`config.mk`:
```
export PLATFORM = sky130hd
export DESIGN_NAME = seg_scan_decoder
export DESIGN_NICKNAME = d
export VERILOG_FILES = /design/src/rtl/seg_pkg.sv /design/src/rtl/seg_stable_filter.sv /design/src/rtl/seg_scan_decoder.sv
export SDC_FILE = /design/constraint.sdc
export NUM_CORES = 1
export LEC_CHECK = 0
export BUFFER_PORTS_ARGS = -buffer_cell sky130_fd_sc_hd__buf_2
export CORE_ASPECT_RATIO = 2
export CORE_MARGIN = 2
export CORE_UTILIZATION = 63
export DETAILED_ROUTE_END_ITERATION = 10
export PLACE_DENSITY = 0.95
export SLEW_MARGIN = 20
export SYNTH_ARGS = -nofsm -noshare
export SYNTH_HDL_FRONTEND = slang
export SYNTH_SLANG_ARGS = --single-unit
```
`constraint.sdc`:
```
create_clock -name clk -period 8.4 [get_ports clk]
set_input_delay 0.42 -clock clk [delete_from_list [all_inputs] [get_ports clk]]
set_output_delay 0.42 -clock clk [all_outputs]
set_load 0.05 [all_outputs]
```
`src/rtl/seg_pkg.sv`:
```
// rtl/seg_pkg.sv - shared seven-segment table, decode helper and digit filter state type
package seg_pkg;

  // Active-low segment patterns {a,b,c,d,e,f,g} for hex digits 0..F.
  localparam logic [6:0] HEX_SEG [16] = '{
    7'b0000001, 7'b1001111, 7'b0010010, 7'b0000110,
    7'b1001100, 7'b0100100, 7'b0100000, 7'b0001111,
    7'b0000000, 7'b0000100, 7'b0001000, 7'b1100000,
    7'b0110001, 7'b1000010, 7'b0110000, 7'b0111000
  };

  // All segments off (lines are active-low).
  localparam logic [6:0] SEG_BLANK = 7'h7F;

  typedef enum logic [1:0] {
    IDLE,
    COUNT,
    HELD
  } dig_state_t;

  typedef struct packed {
    logic       hit;
    logic       blank;
    logic [3:0] nibble;
  } seg_dec_t;

  // Reverse lookup of a segment pattern; nibble is 0 unless the pattern is a hex glyph.
  function automatic seg_dec_t seg_decode(input logic [6:0] pat);
    seg_dec_t r;
    r = '0;
    if (pat == SEG_BLANK) begin
      r.blank = 1'b1;
    end else begin
      for (int k = 0; k < 16; k++) begin
        if (pat == HEX_SEG[k]) begin
          r.hit    = 1'b1;
          r.nibble = 4'(k);
        end
      end
    end
    return r;
  endfunction

  // Number of low bits in an active-low select word.
  function automatic logic [3:0] low_count(input logic [7:0] v);
    logic [3:0] c;
    c = 4'd0;
    for (int i = 0; i < 8; i++) begin
      c = c + {3'b000, ~v[i]};
    end
    return c;
  endfunction

endpackage

```
`src/rtl/seg_stable_filter.sv`:
```
// rtl/seg_stable_filter.sv - waits for the scanned select/segment pair to settle and strobes it once
module seg_stable_filter
  import seg_pkg::*;
#(
  parameter int STABLE_CYCLES = 4
) (
  input  logic       clk,
  input  logic       rst,
  input  logic [7:0] an_n,
  input  logic [7:0] seg_in,
  output logic       commit,
  output logic [7:0] st_an,
  output logic [7:0] st_seg
);

  localparam logic [7:0] STABLE_LIM = 8'(STABLE_CYCLES);

  dig_state_t state, state_nx;
  logic [7:0] s_an, s_seg;
  logic [7:0] cnt, cnt_nx;
  logic       commit_nx;
  logic       chg;

  // The counter holds how many consecutive identical samples sit in s_an/s_seg;
  // reaching the limit evaluates the pair once and parks in HELD until it changes.
  always_comb begin
    state_nx  = state;
    cnt_nx    = cnt;
    commit_nx = 1'b0;
    chg       = (an_n != s_an) || (seg_in != s_seg);
    case (state)
      IDLE, HELD: begin
        if (chg) begin
          cnt_nx   = 8'd1;
          state_nx = COUNT;
        end
      end
      COUNT: begin
        if (chg) cnt_nx = 8'd1;
        else     cnt_nx = cnt + 8'd1;
      end
      default: state_nx = IDLE;
    endcase
    if ((state_nx == COUNT) && (cnt_nx == STABLE_LIM)) begin
      commit_nx = 1'b1;
      state_nx  = HELD;
    end
  end

  // Sample registers, counter, state and the registered commit strobe with its pair.
  always_ff @(posedge clk or posedge rst) begin
    if (rst) begin
      s_an   <= 8'hFF;
      s_seg  <= 8'hFF;
      state  <= IDLE;
      cnt    <= 8'd0;
      commit <= 1'b0;
      st_an  <= 8'hFF;
      st_seg <= 8'hFF;
    end else begin
      s_an   <= an_n;
      s_seg  <= seg_in;
      state  <= state_nx;
      cnt    <= cnt_nx;
      commit <= commit_nx;
      if (commit_nx) begin
        st_an  <= an_n;
        st_seg <= seg_in;
      end
    end
  end

endmodule

```
`src/rtl/seg_scan_decoder.sv`:
```
// rtl/seg_scan_decoder.sv - decodes a scanned 8-digit seven-segment bus into handshaked frames
module seg_scan_decoder
  import seg_pkg::*;
#(
  parameter int STABLE_CYCLES = 4,
  parameter int NDIG          = 8
) (
  input  logic        clk,
  input  logic        rst,
  input  logic [7:0]  an_n,
  input  logic [7:0]  seg_in,
  output logic        frame_valid,
  input  logic        frame_ready,
  output logic [31:0] digits,
  output logic [7:0]  dp,
  output logic [7:0]  blank,
  output logic [7:0]  bad,
  output logic        sel_err,
  output logic        overrun
);

  logic       commit;
  logic [7:0] st_an, st_seg;

  seg_stable_filter #(.STABLE_CYCLES(STABLE_CYCLES)) u_filter (
    .clk    (clk),
    .rst    (rst),
    .an_n   (an_n),
    .seg_in (seg_in),
    .commit (commit),
    .st_an  (st_an),
    .st_seg (st_seg)
  );

  logic [31:0] w_digits, w_digits_nx;
  logic [7:0]  w_dp, w_dp_nx;
  logic [7:0]  w_blank, w_blank_nx;
  logic [7:0]  w_bad, w_bad_nx;
  logic [7:0]  seen, seen_nx;
  seg_dec_t    dec;
  logic [3:0]  nlow;
  logic [2:0]  idx;
  logic        do_commit;
  logic        sel_bad;
  logic        frame_done;
  logic        slot_free;

  // Working frame update for a committed digit, plus frame-complete and slot-free decisions.
  always_comb begin
    dec         = seg_decode(st_seg[7:1]);
    nlow        = low_count(st_an);
    do_commit   = commit && (nlow == 4'd1);
    sel_bad     = commit && (nlow > 4'd1);
    idx         = 3'd0;
    w_digits_nx = w_digits;
    w_dp_nx     = w_dp;
    w_blank_nx  = w_blank;
    w_bad_nx    = w_bad;
    seen_nx     = seen;
    for (int i = 0; i < NDIG; i++) begin
      if (!st_an[i]) idx = 3'(i);
    end
    if (do_commit) begin
      w_digits_nx[{idx, 2'b00} +: 4] = dec.hit ? dec.nibble : 4'd0;
      w_blank_nx[idx] = dec.blank;
      w_bad_nx[idx]   = !dec.hit && !dec.blank;
      w_dp_nx[idx]    = ~st_seg[0];
      seen_nx[idx]    = 1'b1;
    end
    frame_done = do_commit && (seen_nx == 8'hFF);
    slot_free  = !frame_valid || frame_ready;
  end

  // Working registers, output slot, handshake and the two error pulses.
  always_ff @(posedge clk or posedge rst) begin
    if (rst) begin
      w_digits    <= 32'd0;
      w_dp        <= 8'd0;
      w_blank     <= 8'd0;
      w_bad       <= 8'd0;
      seen        <= 8'd0;
      frame_valid <= 1'b0;
      digits      <= 32'd0;
      dp          <= 8'd0;
      blank       <= 8'd0;
      bad         <= 8'd0;
      sel_err     <= 1'b0;
      overrun     <= 1'b0;
    end else begin
      w_digits <= w_digits_nx;
      w_dp     <= w_dp_nx;
      w_blank  <= w_blank_nx;
      w_bad    <= w_bad_nx;
      sel_err  <= sel_bad;
      overrun  <= frame_done && !slot_free;
      seen     <= frame_done ? 8'd0 : seen_nx;
      if (frame_done && slot_free) begin
        frame_valid <= 1'b1;
        digits      <= w_digits_nx;
        dp          <= w_dp_nx;
        blank       <= w_blank_nx;
        bad         <= w_bad_nx;
      end else if (frame_valid && frame_ready) begin
        frame_valid <= 1'b0;
      end
    end
  end

endmodule

```
==> impl_metrics.env, run 1 <==
export IMPL_outcome="finished, final reports clean"
export IMPL_ctsHtreeMaxLevel=4
export IMPL_grt_pass1_wl_um=27300
export IMPL_netSwitchingPower_uw=361
export IMPL_relSlewSlack_pct=38.9
export IMPL_drt_wirelength_per_cell_um=21.4
export IMPL_number_of_global_route_vias_before_repair=5340
export IMPL_synth_edf_count=0
export IMPL_critPathCaptureType="flop"
export IMPL_biggestRegsByFlops="digits: 32 flops, w_digits: 32 flops"
export IMPL_globalRouteTotalUtil_pct=28.7
export IMPL_postSynth_asyncResetShare_pct=100
export IMPL_clock_root_buffer="sky130_fd_sc_hd__clkbuf_16"
export IMPL_die_x_um=81.1
export IMPL_critPathLaunch="u_filter.st_an[3]"
export IMPL_fin_crit_sh_pct=67.2
export IMPL_internal_power_uw=1260
export IMPL_path_class="flop to flop"
export IMPL_core_rowCount=56
export IMPL_min_from="seg_in[4]"
export IMPL_drt_pre_antenna_iters=6
export IMPL_timing_rr_start="u_filter.st_an[3]"
export IMPL_flow_area_growth_from_synthesis_pct=14.0
export IMPL_fin_setup_tns_ns=0
export IMPL_setup_violations=0
export IMPL_rsz0062_at_grt="no"
export IMPL_synth_top_area_share_pct=44.8
export IMPL_worst_slew_pin_slew_ns=0.916
export IMPL_global_route_usage_met2_pct=51.4
export IMPL_avg_inst_size_synth_um2=13.0
export IMPL_synthCells=574
export IMPL_numCtsBuffers=17
export IMPL_pwr_share_clk_pct=48.2
export IMPL_worst_ir_drop_vdd_mv=0.186
export IMPL_startpoint_type="flop"
export IMPL_clock_tree_buffer_depth=2
export IMPL_sequential_power_share_pct=49.9
export IMPL_switching_fraction_pct=22.2
export IMPL_post_layout_min_period_ns=5.64
export IMPL_cts_sinks=166
export IMPL_post_dp_hpwl_um=11700
export IMPL_power_static_leakage_uw=0.00422
export IMPL_grt_overflow=0
export IMPL_buffer_ports_inserted=77
export IMPL_worstPathMaxFanout=29
export IMPL_timing_critical_path_required_ns=8.71
export IMPL_num_io_pins=78
export IMPL_finalMaxSlewViolations=0
export IMPL_worst_skew_pair_late_latency_ns=0.43
export IMPL_via_per_inst=6.30
export IMPL_initialDrtViolationCount=354
export IMPL_post_place_cells=774
export IMPL_dieArea_um2=12800
export IMPL_cts_tree="yes"
export IMPL_cts_resized=0
export IMPL_grt_met3_usage_pct=5.53
export IMPL_register_to_register_setup_slack_ns=2.76
export IMPL_pre_cts_slack_ns=2.86
export IMPL_ys_dominant_reg_cell="sky130_fd_sc_hd__dfrtp_1"
export IMPL_synth_top_cells_by_area="sky130_fd_sc_hd__dfrtp_1 45%, sky130_fd_sc_hd__dfstp_2 11%, sky130_fd_sc_hd__mux2_2 9.5%"
export IMPL_fmax_ghz=0.177
export IMPL_worstHoldPathType="primary input to flop"
export IMPL_comb_power_share_pct=2.0
export IMPL_worst_setup_hold_path_clk_slew_ns=0.07
export IMPL_worst_clock_skew_ns=0.0111
export IMPL_postCtsSetupRepairBufs=0
export IMPL_worstPathArrival_ns=5.95
export IMPL_antennaDiodeCount=0
export IMPL_worst_setup_path_endpoint="digits[5]"
export IMPL_die_h_um=158
export IMPL_synthesis_yosys_warnings=0
export IMPL_cellPowerDensity_nw_per_um2=190
export IMPL_dr_total_vias=5075
export IMPL_cts_hold_buffers_added=0
export IMPL_globalRouteMet1Util_pct=31.0
export IMPL_antenna_found_initial=0
export IMPL_timing_reg2reg_worst_path_depth=13
export IMPL_synth_seq_area_share_pct=56.0
export IMPL_drive_gt1_share_pct=39.5
export IMPL_fin_nets=677
export IMPL_netlist_cell_type_count=65
export IMPL_largest_net_degree_at_the_start_of_global_routing=105
export IMPL_grt_busiest_layer="met2"
export IMPL_synth_ff_latch_count=166
export IMPL_netlist_area_um2=7490
export IMPL_finalHoldViolations=0
export IMPL_synth_largest_area_cell="sky130_fd_sc_hd__dfrtp_1"
export IMPL_r2r_end="digits[5]"
export IMPL_finalWeightedCongestion=0.866
export IMPL_syn_num_nets=603
export IMPL_layout_cells_non_filler=805
export IMPL_drv_cap=0
export IMPL_route_detailed_drc=0
export IMPL_yosysMostFrequentCell="sky130_fd_sc_hd__dfrtp_1"
export IMPL_drt_antenna_violating_nets=0
export IMPL_placeableCoreArea_um2=11600
export IMPL_yosys_top_cells_count="134 x sky130_fd_sc_hd__dfrtp_1, 63 x sky130_fd_sc_hd__mux2_2, 41 x sky130_fd_sc_hd__nand2_1"
export IMPL_initial_core_util_pct=64.4
export IMPL_timing_final_ws_setup_ns=2.76
export IMPL_drt_wl_total_um=17200
## metrics by stage
step	instance area (µm²)	hold WS (ns)	total power (µW)	util (%)
after global placement	7950	0.456	854	68.3
after detailed placement	7950	0.484	856	68.3
after CTS	8530	0.119	1630	73.4
after global routing	8530	0.110	1670	73.4
after floorplan	7490	0.424	842	-
final	8530	0.123	1620	73.4
## per-layer routing
layer / vias to the layer above / part of all wire (%) / wire length [µm]
li1: 2206 / - / -
met1: 2568 / 34 / 5900
met2: 240 / 57 / 9840
met3: 61 / 4.7 / 810
met4: 0 / 4.1 / 699
met5: - / 0 / 0
## layout by cell type, fill, tap and decap left out, types with 3 or more instances in the layout
master / n
sky130_fd_sc_hd__fa_1: 4
sky130_fd_sc_hd__a31oi_1: 11
sky130_fd_sc_hd__mux2_1: 5
sky130_fd_sc_hd__nand2b_1: 7
sky130_fd_sc_hd__nor3_1: 3
sky130_fd_sc_hd__nor2_1: 15
sky130_fd_sc_hd__a32o_1: 5
sky130_fd_sc_hd__nand2_1: 41
sky130_fd_sc_hd__mux2_4: 35
sky130_fd_sc_hd__and2_1: 3
sky130_fd_sc_hd__and4_1: 3
sky130_fd_sc_hd__o211ai_1: 4
sky130_fd_sc_hd__a21oi_1: 6
sky130_fd_sc_hd__clkbuf_16: 17
sky130_fd_sc_hd__dfrtp_1: 134
sky130_fd_sc_hd__xor2_1: 3
sky130_fd_sc_hd__xnor2_1: 19
sky130_fd_sc_hd__nand3_1: 15
sky130_fd_sc_hd__nand4_1: 8
sky130_fd_sc_hd__a211o_1: 3
sky130_fd_sc_hd__inv_6: 7
sky130_fd_sc_hd__ha_1: 6
sky130_fd_sc_hd__or2_2: 4
sky130_fd_sc_hd__buf_4: 3
sky130_fd_sc_hd__a211oi_1: 4
sky130_fd_sc_hd__mux2i_1: 8
sky130_fd_sc_hd__buf_2: 77
sky130_fd_sc_hd__o21a_1: 3
sky130_fd_sc_hd__nor2b_1: 6
sky130_fd_sc_hd__o31ai_1: 5
sky130_fd_sc_hd__dfstp_2: 32
sky130_fd_sc_hd__and3_1: 8
sky130_fd_sc_hd__o21ai_0: 25
sky130_fd_sc_hd__inv_1: 19
sky130_fd_sc_hd__mux2_2: 63
## worst min path at each step
stage	end	slack [ns]	depth (start not counted)
after floorplan	u_filter.s_an[0]	0.42	0
after global placement	w_blank[0]	0.46	2
after detailed placement	digits[12]	0.48	1
after CTS	u_filter.s_seg[6]	0.12	1
after global routing	u_filter.s_seg[6]	0.11	1
final	u_filter.s_seg[4]	0.12	1
## cell type report
cell class | instances | area, µm²
Clock buffer | 17 | 425
Clock inverter | 14 | 161
Fill cell | 731 | 3100
Inverter | 20 | 80.1
Multi-Input combinational cell | 363 | 3080
Sequential cell | 166 | 4190
Tap cell | 145 | 181
Timing Repair Buffer | 80 | 408
## critical path, stage by stage (launching register included)
cell	delay, ns
sky130_fd_sc_hd__dfstp_2	0.58
sky130_fd_sc_hd__inv_1	0.10
sky130_fd_sc_hd__fa_1	0.52
sky130_fd_sc_hd__fa_1	0.44
sky130_fd_sc_hd__fa_1	0.52
sky130_fd_sc_hd__ha_1	0.22
sky130_fd_sc_hd__fa_1	0.45
sky130_fd_sc_hd__and3b_1	0.32
sky130_fd_sc_hd__o211a_4	0.31
sky130_fd_sc_hd__a31oi_1	0.14
sky130_fd_sc_hd__nor2_1	0.38
sky130_fd_sc_hd__nand4_4	0.63
sky130_fd_sc_hd__buf_4	0.52
sky130_fd_sc_hd__mux2_1	0.36
## cells by family (layout without fill, tap and decap cells)
logic type	count (synthesis)	after routing	synth area share (%)
flops	166	166	56.0
simple gates	136	136	10.2
mux	111	111	18.3
compound gates	84	84	7.85
buf+inv	45	131	2.94
xor+xnor	22	22	2.57
fa+ha+maj	10	10	2.07
## power by group through the flow
stage / Clock [µW] / Combinational (µW) / Sequential [µW]
final: 781 / 31.9 / 809
after global routing: 821 / 36.5 / 808
after CTS: 788 / 32.9 / 809
after detailed placement: 0 / 32.5 / 823
after global placement: 0 / 31.0 / 823
after floorplan: 0 / 19.0 / 823
Power figures use the tool's default switching activity.
==> inputs of run 2 (changes only) <==
- ABC_AREA: unset -> 1
- CORE_UTILIZATION: 63 -> 53
- PLACE_DENSITY: 0.95 -> 0.86
- clock period: 8.4 -> 4.6 ns (I/O delays scaled with it)
==> run 2 against run 1 <==
Against the previous run: sequential power rose by 83%; wire length rose by 1.8%; critical endpoint is now digits[28]; combinational power rose by 130%; critical path depth rose by 4; design area rose by 5.7%; register-to-register slack got worse by 2.6 ns; critical path type unchanged; largest power group unchanged.
==> impl_metrics.env, run 2 <==
export IMPL_outcome="finished, final reports clean"
export IMPL_post_place_cells=1146
export IMPL_setup_violations=0
export IMPL_ctsHtreeMaxLevel=4
export IMPL_layout_common_cells="305 x sky130_fd_sc_hd__nand2_1, 134 x sky130_fd_sc_hd__dfrtp_1, 127 x sky130_fd_sc_hd__inv_1"
export IMPL_postSynth_asyncResetShare_pct=100
export IMPL_path_class="flop to flop"
export IMPL_globalRouteTotalUtil_pct=22.7
export IMPL_drv_cap=0
export IMPL_layout_filler_cells=1168
export IMPL_fmax_ghz=0.227
export IMPL_cellPowerDensity_nw_per_um2=325
export IMPL_timing_critical_path_cells="inv_1 > fa_1 > fa_1 > fa_1 > ha_2 > fa_1 > a21oi_2 > nand4_1 > nor2_2 > nand2_2 > nand2_1 > nand2_1 > nor2_4 > nand2_4 > nor2_4 > nand3b_1 > nand2_1"
export IMPL_grt_met3_usage_pct=4.11
export IMPL_layout_cell_area_non_filler_um2=9020
export IMPL_synth_ff_latch_count=166
export IMPL_numCtsBuffers=17
export IMPL_post_dp_hpwl_um=11300
export IMPL_antennaDiodeCount=0
export IMPL_finalMaxSlewViolations=0
export IMPL_critPathCaptureType="flop"
export IMPL_num_io_pins=78
export IMPL_cpMostUsedCell="sky130_fd_sc_hd__fa_1"
export IMPL_post_layout_min_period_ns=4.40
export IMPL_synthCells=885
export IMPL_cts_sinks=166
export IMPL_drive_gt1_share_pct=18.9
export IMPL_switching_fraction_pct=23.0
export IMPL_timing_critical_path_required_ns=4.97
export IMPL_flow_area_growth_from_synthesis_pct=20.0
export IMPL_worst_setup_hold_path_clk_slew_ns=0.07
export IMPL_worstPathMaxFanout=8
export IMPL_ys_dominant_reg_cell="sky130_fd_sc_hd__dfrtp_1"
export IMPL_core_rowCount=61
export IMPL_placed_area_um2=8120
export IMPL_synth_largest_area_cell="sky130_fd_sc_hd__dfrtp_1"
export IMPL_synthesis_yosys_warnings=0
export IMPL_route_detailed_drc=0
export IMPL_initial_core_util_pct=54.1
export IMPL_largest_net_degree_at_the_start_of_global_routing=167
export IMPL_startpoint_type="flop"
export IMPL_internal_power_uw=2260
export IMPL_comb_power_share_pct=2.5
export IMPL_initialDrtViolationCount=601
export IMPL_die_x_um=88.2
export IMPL_synth_edf_count=0
export IMPL_worst_clock_skew_ns=0.0132
export IMPL_synth_top_cells_by_area="sky130_fd_sc_hd__dfrtp_1 45%, sky130_fd_sc_hd__nand2_1 15%, sky130_fd_sc_hd__dfstp_2 11%"
export IMPL_number_of_global_route_vias_before_repair=5879
export IMPL_buffer_ports_inserted=77
export IMPL_worst_skew_pair_late_latency_ns=0.43
export IMPL_netSwitchingPower_uw=676
export IMPL_layout_cells_non_filler=1206
export IMPL_clock_tree_buffer_depth=2
export IMPL_yosysMostFrequentCell="sky130_fd_sc_hd__nand2_1"
export IMPL_synth_seq_area_share_pct=55.8
export IMPL_grt_busiest_layer="met2"
export IMPL_final_common_cell="sky130_fd_sc_hd__nand2_1"
export IMPL_netlist_area_um2=7520
export IMPL_antenna_found_initial=0
export IMPL_pwr_share_clk_pct=47.2
export IMPL_finalWeightedCongestion=0.872
export IMPL_global_route_usage_met2_pct=39.8
export IMPL_netlist_cell_type_count=37
export IMPL_syn_num_nets=914
export IMPL_finalHoldViolations=0
export IMPL_dieArea_um2=15200
export IMPL_clock_root_buffer="sky130_fd_sc_hd__clkbuf_16"
export IMPL_fin_crit_sh_pct=95.8
export IMPL_globalRouteMet1Util_pct=25.7
export IMPL_worstHoldPathType="primary input to asynchronous set/reset pin"
export IMPL_drt_pre_antenna_iters=7
export IMPL_avg_inst_size_synth_um2=8.49
export IMPL_drt_wl_total_um=17600
export IMPL_dr_total_vias=6255
export IMPL_worstPathArrival_ns=4.77
export IMPL_via_per_inst=5.19
export IMPL_sequential_power_share_pct=50.3
export IMPL_worst_slew_pin_slew_ns=1.05
export IMPL_placeableCoreArea_um2=13900
export IMPL_grt_pass1_wl_um=26800
export IMPL_worst_ir_drop_vdd_mv=0.275
export IMPL_cts_tree="yes"
export IMPL_biggestRegsByFlops="digits: 32 flops, w_digits: 32 flops"
export IMPL_yosys_top_cells_count="306 x sky130_fd_sc_hd__nand2_1, 134 x sky130_fd_sc_hd__dfrtp_1, 128 x sky130_fd_sc_hd__inv_1"
export IMPL_relSlewSlack_pct=29.9
export IMPL_die_h_um=172
export IMPL_power_static_leakage_uw=0.00505
export IMPL_critical_path_max_stage_delay_ns=0.54
export IMPL_fin_nets=1033
export IMPL_critical_path_slowest_cell="sky130_fd_sc_hd__fa_1"
export IMPL_grt_overflow=0
export IMPL_drt_antenna_violating_nets=0
export IMPL_synth_top_area_share_pct=44.6
export IMPL_drt_wirelength_per_cell_um=14.6
[run 2: changes by cell type after synthesis, moves of 9 or more]
cell / previous run / this run
sky130_fd_sc_hd__a31oi_1: 11 / 1
sky130_fd_sc_hd__inv_1: 20 / 128
sky130_fd_sc_hd__nor2_1: 15 / 62
sky130_fd_sc_hd__o21ai_1: 0 / 21
sky130_fd_sc_hd__nand2_1: 41 / 306
sky130_fd_sc_hd__o21a_1: 3 / 16
sky130_fd_sc_hd__o21ai_0: 25 / 36
sky130_fd_sc_hd__a21oi_1: 6 / 15
sky130_fd_sc_hd__mux2_4: 35 / 0
sky130_fd_sc_hd__nand3_1: 15 / 44
sky130_fd_sc_hd__mux2_2: 63 / 0
sky130_fd_sc_hd__xnor2_1: 19 / 1
sky130_fd_sc_hd__a21boi_0: 2 / 13
[run 2: critical path: cells and delay by family (launching register included)]
kind	cells	cell delay (ns)
compound gates	1	0.17
fa+ha+maj	5	2.11
buf+inv	1	0.05
flops	1	0.53
simple gates	10	1.47
[run 2: per-layer routing]
metal  up-vias  share of wire (%)
met3        62                4.1
li1       2998                  -
met5         -                  0
met2       211                 54
met4         0                4.5
met1      2984                 38
[run 2: final cells by class]
cell class	instances	area (µm²)	area share, %
multi-input cells	575	2780	30.8
clock buffers	18	429	4.76
repair buffers	113	749	8.31
well taps	189	236	2.62
inverters	131	495	5.49
clock inverters	14	140	1.55
flip-flops and latches	166	4190	46.5
[run 2: per-stage QoR]
step                      utilization [%]  TNS (ns)  power, µW  hold slack (ns)  worst slack (ns)
after CTS                            63.7         0       2950            0.106            0.0171
final                                64.9         0       2940           0.0293             0.195
after global placement               58.4         0       1560            0.363             0.183
after floorplan                         -         0       1540            0.234             0.427
after global routing                 64.9    -0.274       3020            0.130           -0.0397
after detailed placement             58.4         0       1570            0.363            0.0605
[run 2: final timing paths]
| check | from | to | slack, ns | depth (start not counted) |
|---|---|---|---|---|
| max | u_filter.st_an[0] | digits[28] | 0.20 | 17 |
| min | rst | bad[3] | 0.03 | 3 |
| max reg2reg | u_filter.st_an[0] | digits[28] | 0.20 | 17 |
| min reg2reg | dp[3] | dp[3] | 0.47 | 2 |
| max in group asynchronous | rst | digits[30] | 3.92 | 3 |
| min in group clk | frame_ready | frame_valid | 0.42 | 4 |
[run 2: repair_timing]
action	4_1_cts	5_1_grt
setup endpoints to repair	0	64
resized for setup	0	16
buffers inserted	0	9
hold endpoints to repair	16	0
hold buffers	16	0
[run 2: cells by family after synthesis]
group                    share of synthesized area [%]
buffers and inverters                             8.02
AO/OA/AOI/OAI                                     8.26
flip-flops                                        55.8
AND/OR/NAND/NOR                                   25.5
XOR/XNOR                                         0.350
adder cells (fa/ha/maj)                           2.06
[run 2: power by group through the flow]
stage                     Sequential [µW]  Clock (µW)  Combinational, µW
after global routing                 1480        1460               84.2
after floorplan                      1500           0               38.2
after detailed placement             1500           0               64.4
final                                1480        1390               72.6
after CTS                            1480        1400               75.1
after global placement               1500           0               62.6
==> inputs of run 3 (changes only) <==
- REMOVE_ABC_BUFFERS: unset -> 1
==> run 3 against run 2 <==
Against the previous run: the run now ends with hold timing left; critical endpoint is now blank[1]; via count is 1.1% lower; global-route usage is 1.0 points higher; register-to-register slack worse by 0.06 ns.
==> impl_metrics.env, run 3 (synthesized netlist as in run 2, its figures left out) <==
export IMPL_outcome="finished with violations"
export IMPL_failed_checks="hold timing"
export IMPL_worst_ir_drop_vdd_mv=0.263
export IMPL_drv_cap=0
export IMPL_post_layout_min_period_ns=4.47
export IMPL_placeableCoreArea_um2=13900
export IMPL_die_h_um=172
export IMPL_drive_gt1_share_pct=18.7
export IMPL_finalHoldViolations=4
export IMPL_drt_wirelength_per_cell_um=15.3
export IMPL_largest_net_degree_at_the_start_of_global_routing=105
export IMPL_num_io_pins=78
export IMPL_power_static_leakage_uw=0.00503
export IMPL_drt_pre_antenna_iters=5
export IMPL_layout_filler_cells=1152
export IMPL_cts_tree="yes"
export IMPL_path_class="flop to flop"
export IMPL_finalMaxSlewViolations=0
export IMPL_timing_rr_start="u_filter.st_an[0]"
export IMPL_r2r_end="blank[1]"
export IMPL_globalRouteTotalUtil_pct=23.7
export IMPL_antenna_found_initial=0
export IMPL_dr_total_vias=6188
export IMPL_worst_slew_pin_slew_ns=0.988
export IMPL_buffer_ports_inserted=77
export IMPL_drt_wl_total_um=18400
export IMPL_initial_core_util_pct=54.1
export IMPL_die_x_um=88.2
export IMPL_worst_setup_path_endpoint="blank[1]"
export IMPL_biggestRegsByFlops="digits: 32 flops, w_digits: 32 flops"
export IMPL_fin_crit_sh_pct=97.1
export IMPL_numCtsBuffers=17
export IMPL_drt_antenna_violating_nets=0
export IMPL_worst_skew_pair_late_latency_ns=0.43
export IMPL_worstPathMaxFanout=13
export IMPL_timing_critical_path_required_ns=4.96
export IMPL_initialDrtViolationCount=333
export IMPL_post_place_cells=1145
export IMPL_layout_cells_non_filler=1203
export IMPL_fin_nets=1030
export IMPL_startpoint_type="flop"
export IMPL_final_common_cell="sky130_fd_sc_hd__nand2_1"
export IMPL_critPathCaptureType="flop"
export IMPL_fmax_ghz=0.224
export IMPL_finalWeightedCongestion=0.910
export IMPL_timing_final_ws_setup_ns=0.135
export IMPL_grt_overflow=0
export IMPL_antennaDiodeCount=0
export IMPL_grt_pass1_wl_um=27800
export IMPL_whs_ns=-0.00850
export IMPL_number_of_global_route_vias_before_repair=6027
export IMPL_layout_common_cells="305 x sky130_fd_sc_hd__nand2_1, 134 x sky130_fd_sc_hd__dfrtp_1, 127 x sky130_fd_sc_hd__inv_1"
export IMPL_core_rowCount=61
export IMPL_post_dp_hpwl_um=11600
export IMPL_clock_root_buffer="sky130_fd_sc_hd__clkbuf_16"
export IMPL_flow_area_growth_from_synthesis_pct=20.2
export IMPL_ctsHtreeMaxLevel=4
export IMPL_cts_sinks=166
export IMPL_via_per_inst=5.14
export IMPL_route_detailed_drc=0
export IMPL_clock_tree_buffer_depth=2
export IMPL_timing_reg2reg_worst_path_depth=19
export IMPL_setup_violations=0
export IMPL_worst_setup_hold_path_clk_slew_ns=0.06
export IMPL_worstPathArrival_ns=4.83
export IMPL_pre_cts_slack_ns=0.0837
export IMPL_cellPowerDensity_nw_per_um2=329
export IMPL_worst_clock_skew_ns=0.00789
export IMPL_relSlewSlack_pct=33.9
export IMPL_register_to_register_setup_slack_ns=0.13
export IMPL_critPathLaunch="u_filter.st_an[0]"
export IMPL_worstHoldPathType="primary input to asynchronous set/reset pin"
export IMPL_dieArea_um2=15200
## run 3: cell count changes in the layout (fill, tap and decap cells not counted), moves of 2 or more
cell and change:
sky130_fd_sc_hd__buf_4 -3, sky130_fd_sc_hd__inv_6 -3, sky130_fd_sc_hd__clkinv_4 +2, sky130_fd_sc_hd__clkinvlp_4 +2
sky130_fd_sc_hd__inv_8 -2, sky130_fd_sc_hd__o21ai_0 -2, sky130_fd_sc_hd__o21ai_1 +2
## run 3: metal layers
| layer | GRT usage [%] | routed length, µm | vias to the layer above |
|---|---|---|---|
| li1 | - | - | 2986 |
| met1 | 25.1 | 6760 | 2966 |
| met2 | 43.8 | 10300 | 189 |
| met3 | 4.20 | 617 | 47 |
| met4 | 11.7 | 671 | 0 |
| met5 | 0 | 0 | - |
## run 3: cell type report
| type | count | area [µm²] | area share (%) |
|---|---|---|---|
| clock buffer | 18 | 439 | 4.86 |
| sequential | 166 | 4190 | 46.4 |
| timing repair buffer | 110 | 737 | 8.16 |
| clock inverter | 14 | 151 | 1.68 |
| inverter | 131 | 497 | 5.50 |
| tap | 189 | 236 | 2.62 |
| multi-input combinational | 575 | 2780 | 30.8 |
## run 3: critical path, stage by stage (launching register included)
cell and delay, ns:
sky130_fd_sc_hd__dfstp_2 0.53, sky130_fd_sc_hd__inv_1 0.05, sky130_fd_sc_hd__fa_1 0.57, sky130_fd_sc_hd__fa_1 0.45, sky130_fd_sc_hd__fa_1 0.53, sky130_fd_sc_hd__ha_2 0.19
sky130_fd_sc_hd__fa_2 0.44, sky130_fd_sc_hd__a21oi_2 0.15, sky130_fd_sc_hd__nand2_1 0.11, sky130_fd_sc_hd__nor2_4 0.23, sky130_fd_sc_hd__buf_4 0.16, sky130_fd_sc_hd__nand3_2 0.06
sky130_fd_sc_hd__nand2_1 0.08, sky130_fd_sc_hd__nand2_1 0.09, sky130_fd_sc_hd__nor2_4 0.16, sky130_fd_sc_hd__nand2_4 0.14, sky130_fd_sc_hd__nor2_4 0.13, sky130_fd_sc_hd__buf_12 0.15
sky130_fd_sc_hd__nand2_1 0.08, sky130_fd_sc_hd__nand2_1 0.10
## run 3: repair_timing
action                     4_1_cts  5_1_grt
cloned                           2        3
hold buffers                    16        0
buffers inserted                 1        4
gates resized for setup          0       12
hold endpoints to repair        16        0
pin swaps                        2        4
setup endpoints to repair        6       64
## run 3: power breakdown
group          leakage [µW]  total, µW  switching, µW  internal (µW)
Clock              0.000277       1420            602            816
Combinational       0.00256       73.7           49.7           24.1
Sequential          0.00220       1480           3.69           1470
Total               0.00503       2970            655           2310
## run 3: how the worst min path moves through the flow
stage,from,end,slack (ns)
floorplan,an_n[0],u_filter.s_an[0],0.23
global placement,seg_in[1],u_filter.s_seg[1],0.36
detailed placement,seg_in[7],u_filter.s_seg[7],0.37
CTS,rst,dp[7],0.04
global route,rst,blank[2],0.07
finish,rst,blank[2],-0.009
## run 3: stage by stage
stage          setup TNS, ns  power (µW)  hold slack, ns  instance area (µm²)  utilization, %
2_1_floorplan         -21.27        1540           0.234                 7400               -
3_3_place_gp               0        1570           0.365                 8110            58.4
3_5_place_dp               0        1570           0.365                 8110            58.4
4_1_cts              -0.0152        2980          0.0369                 8900            64.1
5_1_grt               -0.166        3050          0.0692                 9030            65.0
6_report                   0        2970        -0.00850                 9030            65.0
